<file path="src/rtl/lmsm_pkg.sv">
// Shared state encoding and transfer-direction constants for the LM/SM sequencer.
// Imported by the sequencer top; carries no logic of its own.
package lmsm_pkg;

  typedef enum logic [1:0] {
    ST_IDLE = 2'd0,
    ST_SCAN = 2'd1,
    ST_MEM  = 2'd2,
    ST_DONE = 2'd3
  } state_t;

  localparam logic MODE_LM = 1'b0;
  localparam logic MODE_SM = 1'b1;

endpackage

</file>
<file path="src/rtl/prio_enc.sv">
// Lowest-set-bit priority encoder; purely combinational, zero latency.
// valid is low and idx is 0 when no bit is set.
module prio_enc #(
  parameter int NREG = 8,
  parameter int RAW  = $clog2(NREG)
) (
  input  logic [NREG-1:0] mask,
  output logic [RAW-1:0]  idx,
  output logic            valid
);

  always_comb begin
    idx   = '0;
    valid = |mask;
    for (int i = NREG - 1; i >= 0; i--) begin
      if (mask[i]) idx = RAW'(i);
    end
  end

endmodule

</file>
<file path="src/rtl/lmsm_sequencer.sv">
// Load/store-multiple sequencer: walks a register mask lowest-first, one memory request per set bit.
// Two cycles per register plus one DONE cycle; MEM holds its request until mem_ack, with no timeout.
module lmsm_sequencer
  import lmsm_pkg::*;
#(
  parameter int NREG = 8,
  parameter int DW   = 16,
  parameter int AW   = 16,
  parameter int STEP = 1,
  localparam int RAW = $clog2(NREG)
) (
  input  logic            clk,
  input  logic            rst_n,
  input  logic            start,
  input  logic            mode,
  input  logic [NREG-1:0] mask,
  input  logic [AW-1:0]   base,
  output logic            busy,
  output logic            done,
  output logic [RAW:0]    count,
  output logic [AW-1:0]   end_addr,
  output logic            mem_req,
  output logic            mem_we,
  output logic [AW-1:0]   mem_addr,
  output logic [DW-1:0]   mem_wdata,
  input  logic            mem_ack,
  input  logic [DW-1:0]   mem_rdata,
  output logic [RAW-1:0]  rf_raddr,
  input  logic [DW-1:0]   rf_rdata,
  output logic            rf_we,
  output logic [RAW-1:0]  rf_waddr,
  output logic [DW-1:0]   rf_wdata
);

  state_t          state_q, state_d;
  logic            mode_q;
  logic [NREG-1:0] mask_q;
  logic [AW-1:0]   addr_q;
  logic [RAW:0]    count_q;
  logic [RAW-1:0]  idx_q;
  logic [RAW-1:0]  pe_idx;
  logic            pe_valid;
  logic [NREG-1:0] mask_clr;

  prio_enc #(.NREG(NREG), .RAW(RAW)) u_prio_enc (
    .mask  (mask_q),
    .idx   (pe_idx),
    .valid (pe_valid)
  );

  assign mask_clr = mask_q & ~(NREG'(1) << idx_q);

  assign mem_addr = addr_q;
  assign rf_raddr = idx_q;
  assign rf_waddr = idx_q;
  assign rf_wdata = mem_rdata;
  assign end_addr = addr_q;
  assign count    = count_q;

  always_comb begin
    state_d   = state_q;
    busy      = 1'b0;
    done      = 1'b0;
    mem_req   = 1'b0;
    mem_we    = 1'b0;
    mem_wdata = '0;
    rf_we     = 1'b0;
    case (state_q)
      ST_IDLE: begin
        if (start) state_d = (mask == '0) ? ST_DONE : ST_SCAN;
      end
      ST_SCAN: begin
        busy    = 1'b1;
        state_d = pe_valid ? ST_MEM : ST_DONE;
      end
      ST_MEM: begin
        busy      = 1'b1;
        mem_req   = 1'b1;
        mem_we    = mode_q;
        mem_wdata = rf_rdata;
        if (mem_ack) begin
          rf_we   = (mode_q == MODE_LM);
          state_d = (mask_clr == '0) ? ST_DONE : ST_SCAN;
        end
      end
      ST_DONE: begin
        done    = 1'b1;
        state_d = ST_IDLE;
      end
      default: state_d = ST_IDLE;
    endcase
  end

  // Reset clears the mask so an interrupted transfer leaves nothing pending.
  always_ff @(posedge clk or negedge rst_n) begin
    if (!rst_n) begin
      state_q <= ST_IDLE;
      mode_q  <= MODE_LM;
      mask_q  <= '0;
      addr_q  <= '0;
      count_q <= '0;
      idx_q   <= '0;
    end else begin
      state_q <= state_d;
      case (state_q)
        ST_IDLE: begin
          if (start) begin
            mode_q  <= mode;
            mask_q  <= mask;
            addr_q  <= base;
            count_q <= '0;
          end
        end
        ST_SCAN: idx_q <= pe_idx;
        ST_MEM: begin
          if (mem_ack) begin
            mask_q  <= mask_clr;
            addr_q  <= addr_q + AW'(STEP);
            count_q <= count_q + (RAW+1)'(1);
          end
        end
        default: ;
      endcase
    end
  end

endmodule

</file>
<file path="config.mk">
export PLATFORM = sky130hd
export DESIGN_NAME = lmsm_sequencer
export DESIGN_NICKNAME = d
export VERILOG_FILES = /design/src/rtl/lmsm_pkg.sv /design/src/rtl/prio_enc.sv /design/src/rtl/lmsm_sequencer.sv
export SDC_FILE = /design/constraint.sdc
export NUM_CORES = 1
export LEC_CHECK = 0
export CORE_MARGIN = 2
export CORE_UTILIZATION = 58
export CTS_CLUSTER_DIAMETER = 50
export CTS_CLUSTER_SIZE = 12
export DETAILED_ROUTE_END_ITERATION = 16
export DONT_BUFFER_PORTS = 1
export HOLD_SLACK_MARGIN = 0.08
export PLACE_DENSITY = 0.72
export SETUP_SLACK_MARGIN = 0.15
export SKIP_LAST_GASP = 1
export SYNTH_ARGS = -nofsm -noshare
export SYNTH_HDL_FRONTEND = slang
export SYNTH_HIERARCHICAL = 1
export SYNTH_SLANG_ARGS = --single-unit
</file>
<file path="constraint.sdc">
create_clock -name clk -period 1.8 [get_ports clk]
set_clock_uncertainty 0.1 [all_clocks]
set_input_delay 0.09 -clock clk [delete_from_list [all_inputs] [get_ports clk]]
set_output_delay 0.09 -clock clk [all_outputs]
set_load 0.02 [all_outputs]
</file>
==> out/metrics.yaml, run 1 <==
path_max_fanout: 14
place_hpwl_um: 4150
hold_viol_final: 0
post-route-period-util: 1.00
relSlewSlack: 0.721
grt_antenna_before_repair: 0
place.gp.congestion: 0.860
synth_nets: 362
rsz0062_at_grt: "yes"
layout-drive-gt1-share: 0.323
worstPathArrival_ns: 1.93
setup_tns_ns: -0.000938
port_buffers: 0
wirelength_um: 6730
cap_violations: 0
diodes: 0
tightest_slew_ns: 0.415
ys_warn_count: 6
drt-wirelength-per-cell_um: 17.7
fmax_mhz: 555
critical_path_required_ns: 1.93
holdPathStages: 3
dr.pass1.iters: 4
synth_cells: 294
worst_slack_ns: -0.000938
cts_tree: "yes"
drcViolationCount: 0
ios: 140
r2r_cells: 8
clk_latency_ns: 0.29
routed_via_density: 6.09
grt_pass1_wl_um: 10300
synth_ff_type: "dfrtp_1"
cts-root-buf: "clkbuf_8"
ff2ff_setup_slack_ns: -0.0009
htreeDepth: 2
ys_ff_latch: 34
async_reset_ff_frac: 1.00
setup_violations: 1
cts.sinks: 34
synth_cell_type_count: 46
reg2reg_to: "end_addr[4]"
min_path_type: "primary input to flop"
grt_use_total: 0.263
overflow: 0
n_fill_cell: 280
vias: 2322
synth_edf_count: 0
synth_area_um2: 2510
synth.avg_cell_area_um2: 8.53
placed_cells: 329
critPathSlowestCell: "dfrtp_1"
powerDensity_nw_per_um2: 2010
hp-start: "mem_ack"
die_w_um: 69.8
p_leak_nw: 1.45
ctsLongestPathBuffers: 2
setup.worst_path.start_class: "flop"
worstSetupPathType: "flop to flop"
nets: 398
die_area_um2: 4870
most-common-layout-cells: "buf_4, dfrtp_1, nand2_1, dlygate4sd3_1, o21ai_1"
drv_slew: 0
start_util: 0.614
ys_seq_area_frac: 0.339
violations: "setup timing"
r2r_start: "state_q[0]"
layout_min_cycle_time_ns: 1.80
status: "finished with violations"
initialDrtViolationCount: 140
clk_pin_slew_ns: 0.07
worstPathCellList: "inv_2 -> ha_4 -> mux2i_4 -> nor2b_4 -> buf_12 -> and3_1 -> o21ai_1 -> o221a_1"
endpoint_kind: "flop"
fin_cells: 381
syn2layout_area_growth_pct: 28.5
detail-route-antenna-nets: 0
place_ws_ns: -0.0212
grt_max_degree: 35
holdPathEnd: "state_q[0]"
grt_pass1_vias: 2190
ir_drop_mv: 1.15
fp.dieH_um: 69.8
core-area_um2: 4090
cts_buffers: 5
cpPeakStageDelay_ns: 0.39
num_rows: 23
layout_commonest_cell: "buf_4"
-- stage by stage --
step | power (W) | cell area, um^2 | utilization | hold slack, ns
2_1_floorplan | 0.00460 | 2580 | - | -0.306
3_5_place_dp | 0.00519 | 2560 | 0.626 | -0.305
5_1_grt | 0.00692 | 3220 | 0.788 | 0.0800
6_report | 0.00649 | 3220 | 0.788 | 0.0630
3_3_place_gp | 0.00510 | 2560 | 0.626 | -0.305
4_1_cts | 0.00616 | 3070 | 0.752 | -0.113
-- worst max-delay path: cells and delay by family, from the launching register on --
family / cells / cell delay (ns)
DFF: 1 / 0.39
AOI/OAI and AO/OA: 2 / 0.29
buffers and inverters: 2 / 0.27
muxes: 1 / 0.27
and+or+nand+nor: 2 / 0.26
adders and majority gates: 1 / 0.17
-- power breakdown --
group | total, W | switching (W) | internal, W | leakage (nW)
registers | 0.00159 | 0.000451 | 0.00114 | 0.409
logic | 0.00431 | 0.00242 | 0.00189 | 0.988
clock network | 0.000591 | 0.000282 | 0.000309 | 0.0482
total | 0.00649 | 0.00315 | 0.00333 | 1.45
-- worst max-delay path by stage --
stage,slack (ns),startpoint,to
2_1_floorplan,0.06,state_q[1],end_addr[3]
3_3_place_gp,0.002,state_q[1],end_addr[4]
3_5_place_dp,-0.02,state_q[1],end_addr[5]
4_1_cts,0.03,state_q[0],end_addr[4]
5_1_grt,-0.08,state_q[0],end_addr[4]
6_report,-0.0009,state_q[0],end_addr[4]
-- layout make-up --
type	instances	area [um^2]	share of cell area
sequential	34	856	0.266
clock inverter	1	5.00	0.00155
multi-input combinational	204	1470	0.455
clock buffer	7	86.3	0.0268
tap	50	62.6	0.0194
timing repair buffer	79	723	0.224
inverter	6	22.5	0.00699
-- per-layer routing --
metal / GRT usage / up-vias / wire length, um / share of wire
met5: 0 / - / 0 / 0
met1: 0.329 / 1115 / 2710 / 0.40
met3: 0.0843 / 15 / 566 / 0.084
met4: 0.0684 / 0 / 88 / 0.013
li1: - / 1090 / - / -
met2: 0.439 / 102 / 3370 / 0.50
-- Yosys cell counts (all sizes together), types with 2 or more instances --
library cell / count / share of area
buf: 44 / 0.13
dfrtp: 34 / 0.34
nand2: 31 / 0.047
o21ai: 22 / 0.044
and2: 18 / 0.045
a21oi: 16 / 0.032
nor2: 13 / 0.019
nand3: 10 / 0.020
o22ai: 10 / 0.025
a22o: 8 / 0.028
mux2i: 8 / 0.033
and3: 7 / 0.017
ha: 7 / 0.035
clkbuf: 6 / 0.0090
inv: 6 / 0.0090
nor3b: 6 / 0.018
nand4: 5 / 0.012
mux2: 4 / 0.018
nor2b: 4 / 0.010
nor3: 4 / 0.010
and3b: 3 / 0.010
nand2b: 3 / 0.0075
nor4: 3 / 0.010
o221a: 3 / 0.013
a31oi: 2 / 0.0050
nor4b: 2 / 0.0070
o31ai: 2 / 0.0060
-- cell families after synthesis --
| family | after synthesis | share of synthesized area |
|---|---|---|
| XOR/XNOR | 1 | 0.00349 |
| multiplexers | 12 | 0.0514 |
| AO/OA/AOI/OAI | 72 | 0.183 |
| flip-flops | 34 | 0.339 |
| adder cells (fa/ha/maj) | 7 | 0.0349 |
| AND/OR/NAND/NOR | 112 | 0.244 |
| buffers and inverters | 56 | 0.145 |
-- sequential cells by signal, indices dropped and copies added (netlist names) --
signal	count
rf_raddr	3
state_q	2
count	4
end_addr	16
mode_q	1
mask_q	8
-- repair_timing --
item,CTS,global route
hold buffers,28,2
hold endpoints to repair,63,2
buffers inserted,9,5
setup endpoints to repair,36,47
pin swaps,2,3
gates resized for setup,26,32
No activity file was read; power rests on OpenSTA's default activity.
==> inputs of run 2 (changes only) <==
--- a/config.mk
+++ b/config.mk
@@ -5,14 +5,14 @@
 export SDC_FILE = /design/constraint.sdc
 export NUM_CORES = 1
 export LEC_CHECK = 0
+export BUFFER_PORTS_ARGS = -buffer_cell sky130_fd_sc_hd__buf_4
 export CORE_MARGIN = 2
-export CORE_UTILIZATION = 58
+export CORE_UTILIZATION = 41
 export CTS_CLUSTER_DIAMETER = 50
 export CTS_CLUSTER_SIZE = 12
 export DETAILED_ROUTE_END_ITERATION = 16
-export DONT_BUFFER_PORTS = 1
 export HOLD_SLACK_MARGIN = 0.08
-export PLACE_DENSITY = 0.72
+export PLACE_DENSITY = 0.74
 export SETUP_SLACK_MARGIN = 0.15
 export SKIP_LAST_GASP = 1
 export SYNTH_ARGS = -nofsm -noshare
==> run 2 against run 1 <==
The flow still finishes with violations (setup timing). Clock power is 20% higher. Routed wire length is 8.2% higher. Non-clock buffer count is 86 higher. Critical path depth stayed put. Critical path type unchanged. Cell count is 29% higher. Die area is 39% higher. Setup slack worse by 0.0089 ns. Register-to-register slack hardly changed. Global-route usage is 4.2 points lower.
==> out/metrics.yaml, run 2 (synthesis gave the netlist of run 1 again) <==
status: "finished with violations"  # unchanged
violations: "setup timing"  # unchanged
cts-root-buf: "clkbuf_8"  # unchanged
p_leak_nw: 1.84  # was 1.45 nW
drv_slew: 0  # unchanged
vias: 2618  # was 2322
rsz0062_at_grt: "yes"  # unchanged
ir_drop_mv: 1.01  # was 1.15 mV
grt_antenna_before_repair: 0  # unchanged
grt_pass1_vias: 2486  # was 2190
drt-wirelength-per-cell_um: 14.8  # was 17.7 um
detail-route-antenna-nets: 0  # unchanged
layout-drive-gt1-share: 0.417  # was 0.323
cap_violations: 0  # unchanged
finalInstanceArea_um2: 3820  # was 3220 um^2
grt_max_degree: 35  # unchanged
critical_path_required_ns: 1.87  # was 1.93 ns
ctsLongestPathBuffers: 2  # unchanged
postPlaceCellArea_um2: 3280  # was 2560 um^2
setup_violations: 1  # unchanged
ios: 140  # unchanged
worstPathArrival_ns: 1.88  # was 1.93 ns
clk_latency_ns: 0.29  # about the same
syn2layout_area_growth_pct: 52.5  # was 28.5%
largest_reg_flops: 16  # unchanged
post-route-period-util: 1.01  # was 1.00
path_max_fanout: 6  # was 14
drcViolationCount: 0  # unchanged
worst_slack_ns: -0.00979  # was -0.000938 ns
die_area_um2: 6760  # was 4870 um^2
ff2ff_setup_slack_ns: -0.01  # was -0.0009 ns
setup.worst_path.start_class: "flop"  # unchanged
min_path_type: "primary input to output port"  # was primary input to flop
grt_use_total: 0.221  # was 0.263
fmax_mhz: 553  # was 555 MHz
path_delay_family: "flip-flops"  # unchanged
cts_tree: "yes"  # unchanged
wirelength_um: 7290  # was 6730 um
hold_viol_final: 0  # unchanged
most-common-layout-cells: "buf_4, dfrtp_1, nand2_1"  # was buf_4, dfrtp_1, nand2_1, dlygate4sd3_1, o21ai_1
die_w_um: 82.2  # was 69.8 um
path_buf_inv: 2  # unchanged
cpPeakStageDelay_ns: 0.42  # was 0.39 ns
diodes: 0  # unchanged
layout_min_cycle_time_ns: 1.81  # was 1.80 ns
fp.dieH_um: 82.2  # was 69.8 um
grt_pass1_wl_um: 11700  # was 10300 um
tightest_slew_ns: 0.466  # was 0.415 ns
powerDensity_nw_per_um2: 1830  # was 2010 nW/um^2
num_rows: 28  # was 23
fin_util: 0.646  # was 0.788
layout_commonest_cell: "buf_4"  # unchanged
critPathSlowestCell: "dfrtp_1"  # unchanged
dr.pass1.iters: 4  # unchanged
initialDrtViolationCount: 111  # was 140
start_util: 0.423  # was 0.614
relSlewSlack: 0.689  # was 0.721
overflow: 0  # unchanged
worstPathCellList: "inv_2 -> ha_4 -> mux2i_4 -> nor2b_4 -> buf_6 -> and3_4 -> o21ai_2 -> o221a_1"  # was inv_2 -> ha_4 -> mux2i_4 -> nor2b_4 -> buf_12 -> and3_1 -> o21ai_1 -> o221a_1
place_hpwl_um: 5120  # was 4150 um
worstSetupPathType: "flop to flop"  # unchanged
routed_via_density: 5.32  # was 6.09
clk_pin_slew_ns: 0.07  # about the same
cts_buffers: 5  # unchanged
endpoint_kind: "flop"  # unchanged
cts.sinks: 34  # unchanged
place.gp.congestion: 0.828  # was 0.860
place_ws_ns: -0.0271  # was -0.0212 ns
port_buffers: 107  # was 0
core-area_um2: 5920  # was 4090 um^2
nets: 484  # was 398
htreeDepth: 2  # unchanged
-- run 2: cell count changes in the layout (fill, tap and decap cells not counted), moves of 3 or more --
cell and change:
o21ai_1 -3, and2_4 -8, and2_2 -9, o22ai_1 +3, buf_4 +90, and2_1 +17, o22ai_2 -3
-- run 2: final cells by class --
type / count / area, um^2
Fill cell: 509 / 2100
Multi-Input combinational cell: 204 / 1410
Clock inverter: 1 / 30.0
Clock buffer: 7 / 76.3
Inverter: 6 / 22.5
Tap cell: 75 / 93.8
Timing Repair Buffer: 165 / 1340
Sequential cell: 34 / 856
-- run 2: per-layer routing --
layer  vias up  track usage  share of wire
met5         -            0              0
met3         4       0.0435          0.057
met4         0       0.0433         0.0058
met2        87        0.393           0.51
met1      1262        0.278           0.43
li1       1265            -              -
-- run 2: per-stage QoR --
step / hold WS [ns] / total power [W] / std cells / setup TNS, ns
2_1_floorplan: -0.306 / 0.00460 / 294 / 0
3_3_place_gp: -0.0328 / 0.00574 / 448 / 0
3_5_place_dp: -0.0248 / 0.00587 / 448 / -0.343
4_1_cts: 0.0801 / 0.00691 / 492 / 0
5_1_grt: 0.0800 / 0.00747 / 492 / -0.401
6_report: 0.0800 / 0.00698 / 492 / -0.00979
-- run 2: what timing repair did --
| action | CTS | global route |
|---|---|---|
| gates resized for setup | 19 | 9 |
| setup buffers | 8 | 0 |
| hold endpoints to repair | 61 | 0 |
| setup endpoints to repair | 46 | 47 |
| pin swaps | 9 | 1 |
| hold buffers | 28 | 0 |
-- run 2: where the power goes --
| part | internal (W) | leakage (nW) | switching [W] |
|---|---|---|---|
| logic | 0.00222 | 1.38 | 0.00242 |
| clock network | 0.000415 | 0.0524 | 0.000294 |
| registers | 0.00114 | 0.409 | 0.000488 |
| total | 0.00377 | 1.84 | 0.00321 |
-- run 2: final timing paths --
path | startpoint | to | depth (start not counted)
max | state_q[1] | end_addr[2] | 8
min | mem_rdata[5] | rf_wdata[5] | 0
max reg2reg | state_q[1] | end_addr[2] | 8
min reg2reg | mode_q | mode_q | 1
max in group asynchronous | rst_n | rf_raddr[0] | 2
min in group asynchronous | rst_n | count[3] | 2
